`src/rtl/simon_pkg.sv`:
```
// Shared types and helpers for the Simon Says engine: FSM state encoding,
// LFSR feedback taps and the LFSR-to-symbol mapping.
package simon_pkg;

    typedef enum logic [2:0] {
        IDLE,
        ADD,
        SHOW_ON,
        SHOW_OFF,
        WAIT_IN,
        WIN,
        LOSE
    } state_t;

    localparam logic [15:0] LFSR_TAPS = 16'hB400;

    // Low `width` bits of the LFSR; the all-zero code means "no button", so it becomes all-ones.
    function automatic logic [15:0] lfsr_symbol(input logic [15:0] lfsr, input int unsigned width);
        logic [15:0] mask;
        mask = 16'hFFFF >> (16 - width);
        return ((lfsr & mask) == 16'h0000) ? mask : (lfsr & mask);
    endfunction

endpackage

```
`src/rtl/simon_lfsr16.sv`:
```
// 16-bit right-shifting Galois LFSR that advances only when step is high.
module simon_lfsr16
    import simon_pkg::*;
#(
    parameter logic [15:0] SEED = 16'hACE1
) (
    input  logic        clk,
    input  logic        rst_n,
    input  logic        step,
    output logic [15:0] state
);

    always_ff @(posedge clk or negedge rst_n) begin
        if (!rst_n) begin
            state <= SEED;
        end else if (step) begin
            state <= {1'b0, state[15:1]} ^ (state[0] ? LFSR_TAPS : 16'h0000);
        end
    end

endmodule

```
`src/rtl/simon_says_core.sv`:
```
// Simon Says game engine: grows an LFSR-generated sequence one symbol per round,
// plays it back on show_comb and checks the player's presses on knapp_comb.
module simon_says_core
    import simon_pkg::*;
#(
    parameter int          KNAPP_W        = 2,
    parameter int          MAX_LEN        = 32,
    parameter int          COUNT_W        = 6,
    parameter int          SHOW_CYCLES    = 4,
    parameter int          GAP_CYCLES     = 2,
    parameter int          TIMEOUT_CYCLES = 255,
    parameter logic [15:0] LFSR_SEED      = 16'hACE1
) (
    input  logic               clk,
    input  logic               rst_n,
    input  logic               start,
    input  logic [KNAPP_W-1:0] knapp_comb,
    output logic [KNAPP_W-1:0] show_comb,
    output logic               correct_out,
    output logic [COUNT_W-1:0] count_out,
    output logic               game_over,
    output logic               win
);

    localparam int ADDR_W = (MAX_LEN > 1) ? $clog2(MAX_LEN) : 1;
    localparam int PH_MAX = (SHOW_CYCLES > GAP_CYCLES) ? SHOW_CYCLES : GAP_CYCLES;
    localparam int PH_W   = $clog2(PH_MAX + 1);
    localparam int TO_W   = $clog2(TIMEOUT_CYCLES + 1);

    localparam logic [PH_W-1:0]    SHOW_LAST = PH_W'(SHOW_CYCLES - 1);
    localparam logic [PH_W-1:0]    GAP_LAST  = PH_W'(GAP_CYCLES - 1);
    localparam logic [TO_W-1:0]    TO_LAST   = TO_W'(TIMEOUT_CYCLES - 1);
    localparam logic [COUNT_W-1:0] LEN_MAX   = COUNT_W'(MAX_LEN);

    if (2 ** COUNT_W <= MAX_LEN) begin : g_count_w_check
        $error("simon_says_core: COUNT_W too narrow to hold MAX_LEN");
    end
    if (LFSR_SEED == 16'h0000) begin : g_seed_check
        $error("simon_says_core: LFSR_SEED must be nonzero");
    end

    state_t             state_reg;
    logic [COUNT_W-1:0] len_reg;
    logic [COUNT_W-1:0] idx_reg;
    logic [COUNT_W-1:0] idx_next;
    logic [PH_W-1:0]    phase_cnt_reg;
    logic [TO_W-1:0]    idle_cnt_reg;
    logic               prev_zero_reg;
    logic [15:0]        lfsr_state;
    logic               lfsr_step;
    logic               press;
    logic [KNAPP_W-1:0] new_sym;
    logic [KNAPP_W-1:0] cur_sym;
    logic [KNAPP_W-1:0] next_sym;

    logic [KNAPP_W-1:0] seq_mem [MAX_LEN];

    assign lfsr_step = (state_reg == ADD);
    assign press     = (knapp_comb != '0) && prev_zero_reg;
    assign new_sym   = KNAPP_W'(lfsr_symbol(lfsr_state, KNAPP_W));
    assign idx_next  = idx_reg + COUNT_W'(1);
    assign cur_sym   = seq_mem[idx_reg[ADDR_W-1:0]];
    assign next_sym  = seq_mem[idx_next[ADDR_W-1:0]];

    simon_lfsr16 #(
        .SEED (LFSR_SEED)
    ) u_lfsr (
        .clk   (clk),
        .rst_n (rst_n),
        .step  (lfsr_step),
        .state (lfsr_state)
    );

    // Sequence storage is deliberately left unreset; len_reg bounds every read.
    always_ff @(posedge clk) begin
        if (state_reg == ADD) begin
            seq_mem[len_reg[ADDR_W-1:0]] <= new_sym;
        end
    end

    always_ff @(posedge clk or negedge rst_n) begin
        if (!rst_n) begin
            state_reg     <= IDLE;
            len_reg       <= '0;
            idx_reg       <= '0;
            phase_cnt_reg <= '0;
            idle_cnt_reg  <= '0;
            prev_zero_reg <= 1'b1;
            show_comb     <= '0;
            correct_out   <= 1'b0;
            count_out     <= '0;
            game_over     <= 1'b0;
            win           <= 1'b0;
        end else begin
            prev_zero_reg <= (knapp_comb == '0);
            correct_out   <= 1'b0;
            case (state_reg)
                IDLE, WIN, LOSE: begin
                    if (start) begin
                        len_reg   <= '0;
                        idx_reg   <= '0;
                        count_out <= '0;
                        game_over <= 1'b0;
                        win       <= 1'b0;
                        state_reg <= ADD;
                    end
                end
                ADD: begin
                    len_reg       <= len_reg + COUNT_W'(1);
                    idx_reg       <= '0;
                    phase_cnt_reg <= '0;
                    // On the first round seq_mem[0] is being written this very cycle.
                    show_comb     <= (len_reg == '0) ? new_sym : seq_mem[{ADDR_W{1'b0}}];
                    state_reg     <= SHOW_ON;
                end
                SHOW_ON: begin
                    if (phase_cnt_reg == SHOW_LAST) begin
                        phase_cnt_reg <= '0;
                        show_comb     <= '0;
                        state_reg     <= SHOW_OFF;
                    end else begin
                        phase_cnt_reg <= phase_cnt_reg + PH_W'(1);
                    end
                end
                SHOW_OFF: begin
                    if (phase_cnt_reg == GAP_LAST) begin
                        phase_cnt_reg <= '0;
                        if (idx_next < len_reg) begin
                            idx_reg   <= idx_next;
                            show_comb <= next_sym;
                            state_reg <= SHOW_ON;
                        end else begin
                            idx_reg      <= '0;
                            idle_cnt_reg <= '0;
                            state_reg    <= WAIT_IN;
                        end
                    end else begin
                        phase_cnt_reg <= phase_cnt_reg + PH_W'(1);
                    end
                end
                WAIT_IN: begin
                    // A press beats a simultaneous timeout expiry.
                    if (press) begin
                        idle_cnt_reg <= '0;
                        if (knapp_comb != cur_sym) begin
                            game_over <= 1'b1;
                            state_reg <= LOSE;
                        end else if (idx_next < len_reg) begin
                            idx_reg <= idx_next;
                        end else begin
                            correct_out <= 1'b1;
                            count_out   <= len_reg;
                            idx_reg     <= '0;
                            if (len_reg == LEN_MAX) begin
                                win       <= 1'b1;
                                state_reg <= WIN;
                            end else begin
                                state_reg <= ADD;
                            end
                        end
                    end else if (idle_cnt_reg == TO_LAST) begin
                        game_over <= 1'b1;
                        state_reg <= LOSE;
                    end else begin
                        idle_cnt_reg <= idle_cnt_reg + TO_W'(1);
                    end
                end
                default: state_reg <= IDLE;
            endcase
        end
    end

endmodule
```
`config.mk`:
```
export PLATFORM = sky130hd
export DESIGN_NAME = simon_says_core
export DESIGN_NICKNAME = d
export VERILOG_FILES = /design/src/rtl/simon_pkg.sv /design/src/rtl/simon_lfsr16.sv /design/src/rtl/simon_says_core.sv
export SDC_FILE = /design/constraint.sdc
export NUM_CORES = 1
export LEC_CHECK = 0
export CORE_MARGIN = 4
export CORE_UTILIZATION = 30
export CTS_CLUSTER_SIZE = 8
export DETAILED_ROUTE_END_ITERATION = 12
export HOLD_SLACK_MARGIN = 0.12
export PLACE_DENSITY = 0.46
export SLEW_MARGIN = 40
export SYNTH_ARGS = -nofsm -noshare
export SYNTH_HDL_FRONTEND = slang
export SYNTH_SLANG_ARGS = --single-unit
export TNS_END_PERCENT = 50
```
`constraint.sdc`:
```
create_clock -name clk -period 5.4 [get_ports clk]
set_clock_uncertainty 0.1 [all_clocks]
set_input_delay 0.54 -clock clk [delete_from_list [all_inputs] [get_ports clk]]
set_output_delay 0.54 -clock clk [all_outputs]
set_load 0.02 [all_outputs]
```
==> results of run 1 <==
## cell usage after synthesis, types with 3 or more instances
master | count | area, um2
nand4_1 | 5 | 31.28
ha_1 | 17 | 212.7
nand2_1 | 69 | 259.0
a22o_1 | 8 | 70.07
a211oi_1 | 7 | 52.55
o31ai_1 | 7 | 52.55
mux2_2 | 10 | 112.6
nor3_1 | 7 | 35.03
mux4_2 | 30 | 675.7
nand3_1 | 19 | 95.09
a31oi_1 | 5 | 31.28
xnor2_1 | 8 | 70.07
dfrtp_1 | 45 | 1126
o22ai_1 | 4 | 25.02
nand2b_1 | 8 | 50.05
edfxtp_1 | 64 | 1922
or3_1 | 4 | 25.02
o21ai_0 | 13 | 65.06
and3_1 | 5 | 31.28
inv_1 | 19 | 71.32
a21oi_1 | 17 | 85.08
dfstp_2 | 9 | 236.5
mux2i_1 | 14 | 140.1
o21bai_1 | 3 | 22.52
clkbuf_1 | 21 | 78.83
nor2b_1 | 10 | 62.56
nor2_1 | 59 | 221.5
## final timing paths
kind	from	endpoint	slack (ps)	depth (start not counted)
setup / recovery	idx_reg[1]	idle_cnt_reg[7]	1920	9
hold / removal	rst_n	idle_cnt_reg[2]	170	2
setup reg to reg	idx_reg[1]	idle_cnt_reg[7]	1920	9
hold reg to reg	u_lfsr.state[7]	u_lfsr.state[6]	350	2
max in group asynchronous	rst_n	idx_reg[0]	4500	2
min in group clk	u_lfsr.state[7]	u_lfsr.state[6]	350	2
## kinds of logic after synthesis
family	Yosys count	synth area share (%)
and+or+nand+nor	196	14.30
DFF	118	53.17
AOI/OAI and AO/OA	81	9.054
muxes	55	15.21
buffers and inverters	46	3.140
adders and majority gates	17	3.443
xor gates and xnor gates	11	1.681
## power by group through the flow
stage                     registers (uW)  logic [uW]  clock network (uW)
final                               1370        1180                1090
after global routing                1400        1320                1150
after CTS                           1370        1200                1110
after detailed placement            1390        1190                   0
after global placement              1380        1190                   0
after floorplan                     1250         989                   0
## stage by stage
step	utilization, %	power [uW]
global placement	32.56	2573
global route	35.52	3875
finish	35.52	3641
floorplan	-	2242
detailed placement	32.57	2582
CTS	35.45	3678
## final cells by class
| type | instances | area share (%) |
|---|---|---|
| multi-input combinational | 360 | 37.81 |
| clock buffer | 23 | 7.260 |
| clock inverter | 9 | 0.8357 |
| timing repair buffer | 21 | 2.646 |
| tap | 270 | 4.701 |
| inverter | 19 | 0.9923 |
| sequential | 118 | 45.75 |
## metal layers
layer	part of all wire, %	vias up
met4	2.4	0
met5	0	-
li1	-	1966
met1	46	2073
met2	48	113
met3	4.0	23
## worst max-delay path, delay by kind of cell (launching register included)
kind                     cells  cell delay (ps)
adder cells (fa/ha/maj)      1              310
XOR/XNOR                     1              140
AND/OR/NAND/NOR              3              920
AO/OA/AOI/OAI                3              750
buffers and inverters        1              350
flip-flops                   1              830
==> impl_metrics.toml, run 1 <==
[routing]
drcViolationCount = 0
first_pass_iters = 5
first_iter_violations = 245
routed_wl_mm = 14.75
vias = 4175
drtAntennaViolNets = 0
wl_per_cell_um = 17.99
viasPerCell = 5.091

[layout]
layout-drive-gt1-share_pct = 17.09
mostFrequentLayoutCell = "nand2_1"
antennaDiodeCount = 0
finalNetCount = 559
largest_reg_flops = 64
final_area_um2 = 7187
synthToLayoutAreaGrowth_pct = 16.35
most-common-layout-cells = "69 x nand2_1, 64 x edfxtp_1, 59 x nor2_1"
multi_input_area_um2 = 2718
fillers = 1957
seq_area_um2 = 3288
finalNonFillerCells = 820

[synth]
synth_edf_count = 64
async_flop_share_pct = 45.76
postSynthCellCount = 524
synth_cell_types = 55
synth-main-ff-cell = "edfxtp_1"
synth_seq_cells = 118
synth.avg_cell_area_um2 = 11.79
synth_area_um2 = 6177
syn_nets = 546
synth_warnings = 0
seq_area_frac_synth_pct = 53.17

[critical_path]
arrival_ps = 3720
crit_chain = "inv_1 > nor3_1 > xor2_1 > ha_1 > nand2_1 > o21ai_1 > a31oi_2 > or4_1 > a21oi_1"
critPathCaptureType = "flop"
criticalPathCategory = "flop to flop"
worstPathRequired_ps = 5640
slowest_delay_ps = 830
slowest_stage = "dfrtp_1"
crit_path_max_fanout = 16
start_kind = "flop"

[sta]
drv_slew = 0
rsz0062_at_grt = "false"
hold_viol = 0
max_freq_mhz = 287.4
setup_violations = 0
setup_slack_ps = 1921
hold_ws_ps = 165.3
tightest_slew_ps = 759.8
relSlewSlack_pct = 49.35
setup_tns_ps = 0
min_period_ps = 3479
post-route-period-util_pct = 64.42

[clocking]
numCtsBuffers = 17
clkLatencyLatePin_ps = 420
clockRootBuffer = "clkbuf_16"
cts_tree = "built"
clk_path_buf_depth = 2
cts_max_level = 4
clock-sinks = 118
post-cts-setup-buffer-count = 0
cts-resized-gates = 0
clk_pin_slew_ps = 60
postCtsHoldBufs = 0

[place]
placedInstanceArea_um2 = 6591
pre_cts_ws_ps = 1678
gp_congestion = 0.8216
place_inst = 788
numPortBuffers = 15
dp_hpwl_mm = 9.957

[global_routing]
grt_max_degree = 55
grt_pass1_vias = 4281
grt-ovfl-total = 0
grt_pass1_wl_mm = 23.80
grtUsageMet2_pct = 21.67
top_usage_layer = "met2"
antenna_found_initial = 0
grt_use_met1_pct = 18.39
grtUsageTotal_pct = 13.70
gr-usage-met3_pct = 2.826

[die]
design.core.area_um2 = 20230
io_pins = 16
fp.dieH_um = 151.5
fp.dieW_um = 151.5
dieArea_um2 = 22950
start_util_pct = 30.53
rows = 52

[power]
power_frac_seq_pct = 37.7
p_int_uw = 2345
ir_worst_vdd_uv = 208.0
p_clk_share_pct = 29.9
static-leakage-power_uw = 0.002643
cellPowerDensity_nw_per_um2 = 506.7
power_frac_comb_pct = 32.4
switching_share_pct = 35.60
switching_power_uw = 1296

[hold_path]
hp-class = "primary input to asynchronous set/reset pin"

[run]
maxCapViolCount = 0

[run_status]
run_status = "finished clean"
Note: power is estimated with default switching activity, not from simulation.
==> run 2: changes to the inputs <==
==> constraint.sdc (replaced) <==
create_clock -name clk -period 3.3 [get_ports clk]
set_clock_uncertainty 0.1 [all_clocks]
set_input_delay 0.33 -clock clk [delete_from_list [all_inputs] [get_ports clk]]
set_output_delay 0.33 -clock clk [all_outputs]
set_load 0.02 [all_outputs]
==> run 2 against run 1 <==
Clock power is 74% higher. Critical endpoint is now idx_reg[0]. Wire length down 0.73%. Core utilization rose by 0.75 points. Largest cell class unchanged. Via count grew 0.26%. Critical path depth unchanged.
==> impl_metrics.toml, run 2 (synthesized netlist as in run 1, its figures left out) <==
[sta]
rsz0062_at_grt = "false"
min_period_ps = 3076
tightest_slew_ps = 672.0
relSlewSlack_pct = 55.20
drv_slew = 0
hold_viol = 0
setup_violations = 0
hold_ws_ps = 355.4
post-route-period-util_pct = 93.21
setup_tns_ps = 0
max_freq_mhz = 325.1
setup_slack_ps = 224.1

[power]
ir_worst_vdd_uv = 306.6
switching_share_pct = 34.38
switching_power_uw = 2104
static-leakage-power_uw = 0.002738
power_frac_seq_pct = 35.0
power_frac_comb_pct = 33.9
total_power_uw = 6119
p_int_uw = 4015
p_clk_share_pct = 31.0
cellPowerDensity_nw_per_um2 = 833.9

[layout]
mostFrequentLayoutCell = "nand2_1"
most-common-layout-cells = "69 x nand2_1, 64 x edfxtp_1, 59 x nor2_1"
fillers = 1929
antennaDiodeCount = 0
layout-drive-gt1-share_pct = 18.65
finalNetCount = 572
synthToLayoutAreaGrowth_pct = 18.80
largest_reg_flops = 64

[run]
maxCapViolCount = 0

[global_routing]
grt_max_degree = 34
grt_pass1_wl_mm = 24.04
grt-ovfl-total = 0
antenna_found_initial = 0
grt_pass1_vias = 4244
grtUsageTotal_pct = 13.69

[critical_path]
worstPathRequired_ps = 3500
start_kind = "flop"
crit_path_max_fanout = 21
criticalPathCategory = "flop to flop"
crit_chain = "buf_12 > mux4_2 > mux4_2 > nor2_1 > a31oi_1 > xnor2_2 > nand3_2 > a22oi_4 > mux2_2"
slowest_stage = "mux4_2"
slowest_delay_ps = 510
worst_path_most_repeated_cell = "mux4_2"
critPathCaptureType = "flop"
arrival_ps = 3280

[routing]
viasPerCell = 5.025
first_pass_iters = 4
wl_per_cell_um = 17.58
drcViolationCount = 0
routed_wl_mm = 14.65
first_iter_violations = 307
vias = 4186
drtAntennaViolNets = 0

[die]
fp.dieW_um = 151.5
fp.dieH_um = 151.5
dieArea_um2 = 22950
io_pins = 16
design.core.area_um2 = 20230
start_util_pct = 30.53
rows = 52

[place]
dp_hpwl_mm = 10.41
numPortBuffers = 15
gp_congestion = 0.8315
pre_cts_ws_ps = 230.9

[clocking]
cts-resized-gates = 0
post-cts-setup-buffer-count = 0
clockRootBuffer = "clkbuf_16"
clk_pin_slew_ps = 60
clkLatencyLatePin_ps = 420
clock-sinks = 118
cts_tree = "built"
cts_max_level = 4
clk_path_buf_depth = 2
numCtsBuffers = 17

[hold_path]
hp-class = "primary input to asynchronous set/reset pin"

[run_status]
run_status = "finished clean"
## run 2: changes by cell type in the layout (fill, tap and decap cells not counted), moves of 2 or more
| cell | previous run | this run |
|---|---|---|
| clkinvlp_4 | 2 | 0 |
| clkbuf_8 | 1 | 3 |
| buf_12 | 0 | 2 |
| buf_4 | 6 | 16 |
## run 2: path summary, 6_finish.rpt
kind / startpoint / end / slack (ps) / depth (start not counted)
setup / recovery: idx_reg[0] / idx_reg[0] / 220 / 9
hold reg to reg: u_lfsr.state[7] / u_lfsr.state[6] / 360 / 2
setup reg to reg: idx_reg[0] / idx_reg[0] / 220 / 9
max in group asynchronous: rst_n / u_lfsr.state[5] / 1900 / 3
min in group clk: u_lfsr.state[7] / u_lfsr.state[6] / 360 / 2
hold / removal: rst_n / idle_cnt_reg[6] / 360 / 2
## run 2: final cells by class
class                           count  area, um2  share of cell area [%]
Multi-Input combinational cell    360       2704                   36.85
Sequential cell                   118       3286                   44.77
Timing Repair Buffer               34      315.3                   4.297
Inverter                           19      71.32                  0.9719
Clock inverter                      8      78.83                   1.074
Tap cell                          270      337.8                   4.604
Clock buffer                       24      545.5                   7.434
## run 2: repair_timing
action | CTS | global route
endpoints found under the setup margin | 0 | 0
hold buffers | 1 | 0
hold endpoints to repair | 24 | 0
## run 2: stage by stage
step                      instances  util, %  cell area, um2
after floorplan                 524        -            6177
after global placement          800    33.13            6704
after detailed placement        800    33.13            6704
after CTS                       833    36.27            7338
after global routing            833    36.27            7338
final                           833    36.27            7338
## run 2: per-layer routing
| layer | wire (um) | up-vias | GRT usage, % |
|---|---|---|---|
| met4 | 208 | 0 | 5.076 |
| met3 | 568 | 16 | 2.736 |
| met1 | 6698 | 2099 | 18.36 |
| met2 | 7170 | 77 | 22.05 |
| li1 | - | 1994 | - |
| met5 | 0 | - | 0 |
## run 2: power groups by stage
stage / Sequential [uW] / Combinational, uW / Clock [uW]
global route: 2180 / 2320 / 2010
floorplan: 2050 / 1620 / 0
CTS: 2150 / 2110 / 1940
global placement: 2160 / 2070 / 0
finish: 2140 / 2080 / 1900
detailed placement: 2170 / 2100 / 0
## run 2: critical path, delay by kind of cell, from the launching register on
kind | cells | cell delay (ps)
buffers and inverters | 1 | 190
flip-flops | 1 | 430
multiplexers | 3 | 1360
XOR/XNOR | 1 | 220
AO/OA/AOI/OAI | 2 | 390
AND/OR/NAND/NOR | 2 | 260
==> run 3: changes to the inputs <==
--- a/config.mk
+++ b/config.mk
@@ -6,11 +6,12 @@
 export NUM_CORES = 1
 export LEC_CHECK = 0
 export CORE_MARGIN = 4
-export CORE_UTILIZATION = 30
+export CORE_UTILIZATION = 45
+export CTS_CLUSTER_DIAMETER = 150
 export CTS_CLUSTER_SIZE = 8
 export DETAILED_ROUTE_END_ITERATION = 12
 export HOLD_SLACK_MARGIN = 0.12
-export PLACE_DENSITY = 0.46
+export PLACE_DENSITY = 0.62
 export SLEW_MARGIN = 40
 export SYNTH_ARGS = -nofsm -noshare
 export SYNTH_HDL_FRONTEND = slang
==> run 3 against run 2 <==
Cell area shrank 2.4%. Non-clock buffer count stayed put. Setup slack improved by 14 ps. Power down 2.1%. Count of clock-buffer cells in the layout shrank 7. Sequential power about the same. Maximum frequency up 0.46%. Register-to-register slack is essentially flat. Cell count down 11%. Worst hold slack got worse by 51 ps.
==> impl_metrics.toml, run 3 (synthesized netlist as in run 1, its figures left out) <==
[critical_path]
crit_path_max_fanout = 25
critPathCaptureType = "flop"
r2r_cells = 12
slowest_delay_ps = 480
critPathBufInv = 2
crit_chain = "buf_12 > ha_1 > ha_1 > a21boi_0 > o21ai_0 > nand2b_1 > a21oi_1 > o21ai_1 > a31oi_1 > buf_4 > or4_1 > a21oi_1"
worstPathRequired_ps = 3530
r2r-end = "idle_cnt_reg[6]"
reg2reg_from = "idx_reg[0]"
criticalPathCategory = "flop to flop"
slowest_stage = "or4_1"
crit_family = "compound AO/OA/AOI/OAI gates"
reg2reg_slack_ps = 240
start_kind = "flop"
arrival_ps = 3300

[sta]
hold_viol = 0
rsz0062_at_grt = "false"
post-route-period-util_pct = 92.78
min_period_ps = 3062
tightest_slew_ps = 692.8
max_freq_mhz = 326.6
setup_violations = 0
drv_slew = 0
setup_tns_ps = 0
setup_slack_ps = 238.1
relSlewSlack_pct = 53.71

[global_routing]
grt_max_degree = 37
grt-ovfl-total = 0
antenna_found_initial = 0
top_usage_layer = "met2"
grt_pass1_vias = 4299
gr-usage-met3_pct = 4.264
grtUsageMet2_pct = 29.42
grt_use_met1_pct = 25.64
grtUsageTotal_pct = 18.59
grt_pass1_wl_mm = 23.03

[routing]
drcViolationCount = 0
first_iter_violations = 402
drtAntennaViolNets = 0
first_pass_iters = 5
wl_per_cell_um = 18.55
routed_wl_mm = 13.71
viasPerCell = 5.733
vias = 4237

[clocking]
numCtsBuffers = 17
clk_pin_slew_ps = 60
clk_path_buf_depth = 2
cts_tree = "built"
cts-resized-gates = 0
clkLatencyLatePin_ps = 420
clock-sinks = 118
cts_max_level = 4
post-cts-setup-buffer-count = 0
clockRootBuffer = "clkbuf_16"

[layout]
final_area_um2 = 7164
fin_util_pct = 53.67
largest_reg_flops = 64
most-common-layout-cells = "69 x nand2_1, 64 x edfxtp_1, 59 x nor2_1"
synthToLayoutAreaGrowth_pct = 15.98
finalNetCount = 572
antennaDiodeCount = 0
finalNonFillerCells = 739
mostFrequentLayoutCell = "nand2_1"
layout-drive-gt1-share_pct = 18.65

[run_status]
run_status = "finished clean"

[die]
design.core.area_um2 = 13350
rows = 42
dieArea_um2 = 15670
start_util_pct = 46.28
fp.dieH_um = 125.2
fp.dieW_um = 125.2
io_pins = 16

[power]
static-leakage-power_uw = 0.002692
cellPowerDensity_nw_per_um2 = 835.9
ir_worst_vdd_uv = 622.5

[place]
numPortBuffers = 15
place_inst = 706
dp_hpwl_mm = 9.607
placedInstanceArea_um2 = 6574
pre_cts_ws_ps = 273.7
gp_congestion = 0.8832

[hold_path]
hp-class = "primary input to asynchronous set/reset pin"

[run]
maxCapViolCount = 0
-- run 3: cell types whose count changed in the layout (fill, tap and decap cells not counted) --
| cell | change |
|---|---|
| buf_4 | +1 |
| clkbuf_1 | -1 |
| inv_4 | -2 |
| clkbuf_16 | -3 |
| clkinvlp_4 | +5 |
| buf_12 | -1 |
| bufinv_16 | +1 |
| clkinv_1 | +1 |
| inv_6 | +2 |
| clkbuf_8 | -3 |
-- run 3: final cells by class --
| cell class | count | area [um2] |
|---|---|---|
| tap | 176 | 220.2 |
| inverter | 19 | 71.32 |
| multi-input combinational | 360 | 2704 |
| clock inverter | 15 | 155.1 |
| clock buffer | 17 | 425.4 |
| sequential | 118 | 3286 |
| timing repair buffer | 34 | 302.8 |
| fill | 1144 | 6183 |
-- run 3: how the worst max path moves through the flow --
stage	startpoint	endpoint	slack, ps	cells past startpoint
3_3_place_gp	idx_reg[0]	idx_reg[0]	350	9
5_1_grt	idx_reg[0]	idle_cnt_reg[6]	30	12
4_1_cts	idx_reg[0]	idle_cnt_reg[6]	240	12
2_1_floorplan	idx_reg[0]	idle_cnt_reg[3]	10	15
6_report	idx_reg[0]	idle_cnt_reg[6]	240	12
3_5_place_dp	idx_reg[0]	idle_cnt_reg[6]	270	12
-- run 3: routing by layer --
layer  wire length (um)  vias up
met4                218        0
met5                  0        -
met3                701       20
met2               6570      111
met1               6221     2110
li1                   -     1996
-- run 3: metrics by stage --
step / hold WS, ps / total power (uW)
2_1_floorplan: -65.59 / 3668
3_5_place_dp: 196.4 / 4214
6_report: 304.6 / 5989
3_3_place_gp: 190.4 / 4159
5_1_grt: 344.2 / 6372
4_1_cts: 299.2 / 6037
-- run 3: report_power, final --
| part | internal, uW | total (uW) | switching, uW |
|---|---|---|---|
| Combinational | 880 | 2050 | 1170 |
| Clock | 1110 | 1810 | 695 |
| Sequential | 1900 | 2130 | 228 |
-- run 3: timing repair --
item                       in CTS  in global routing
setup endpoints to repair       0                  0
hold endpoints to repair       18                  0
hold buffers                    1                  0
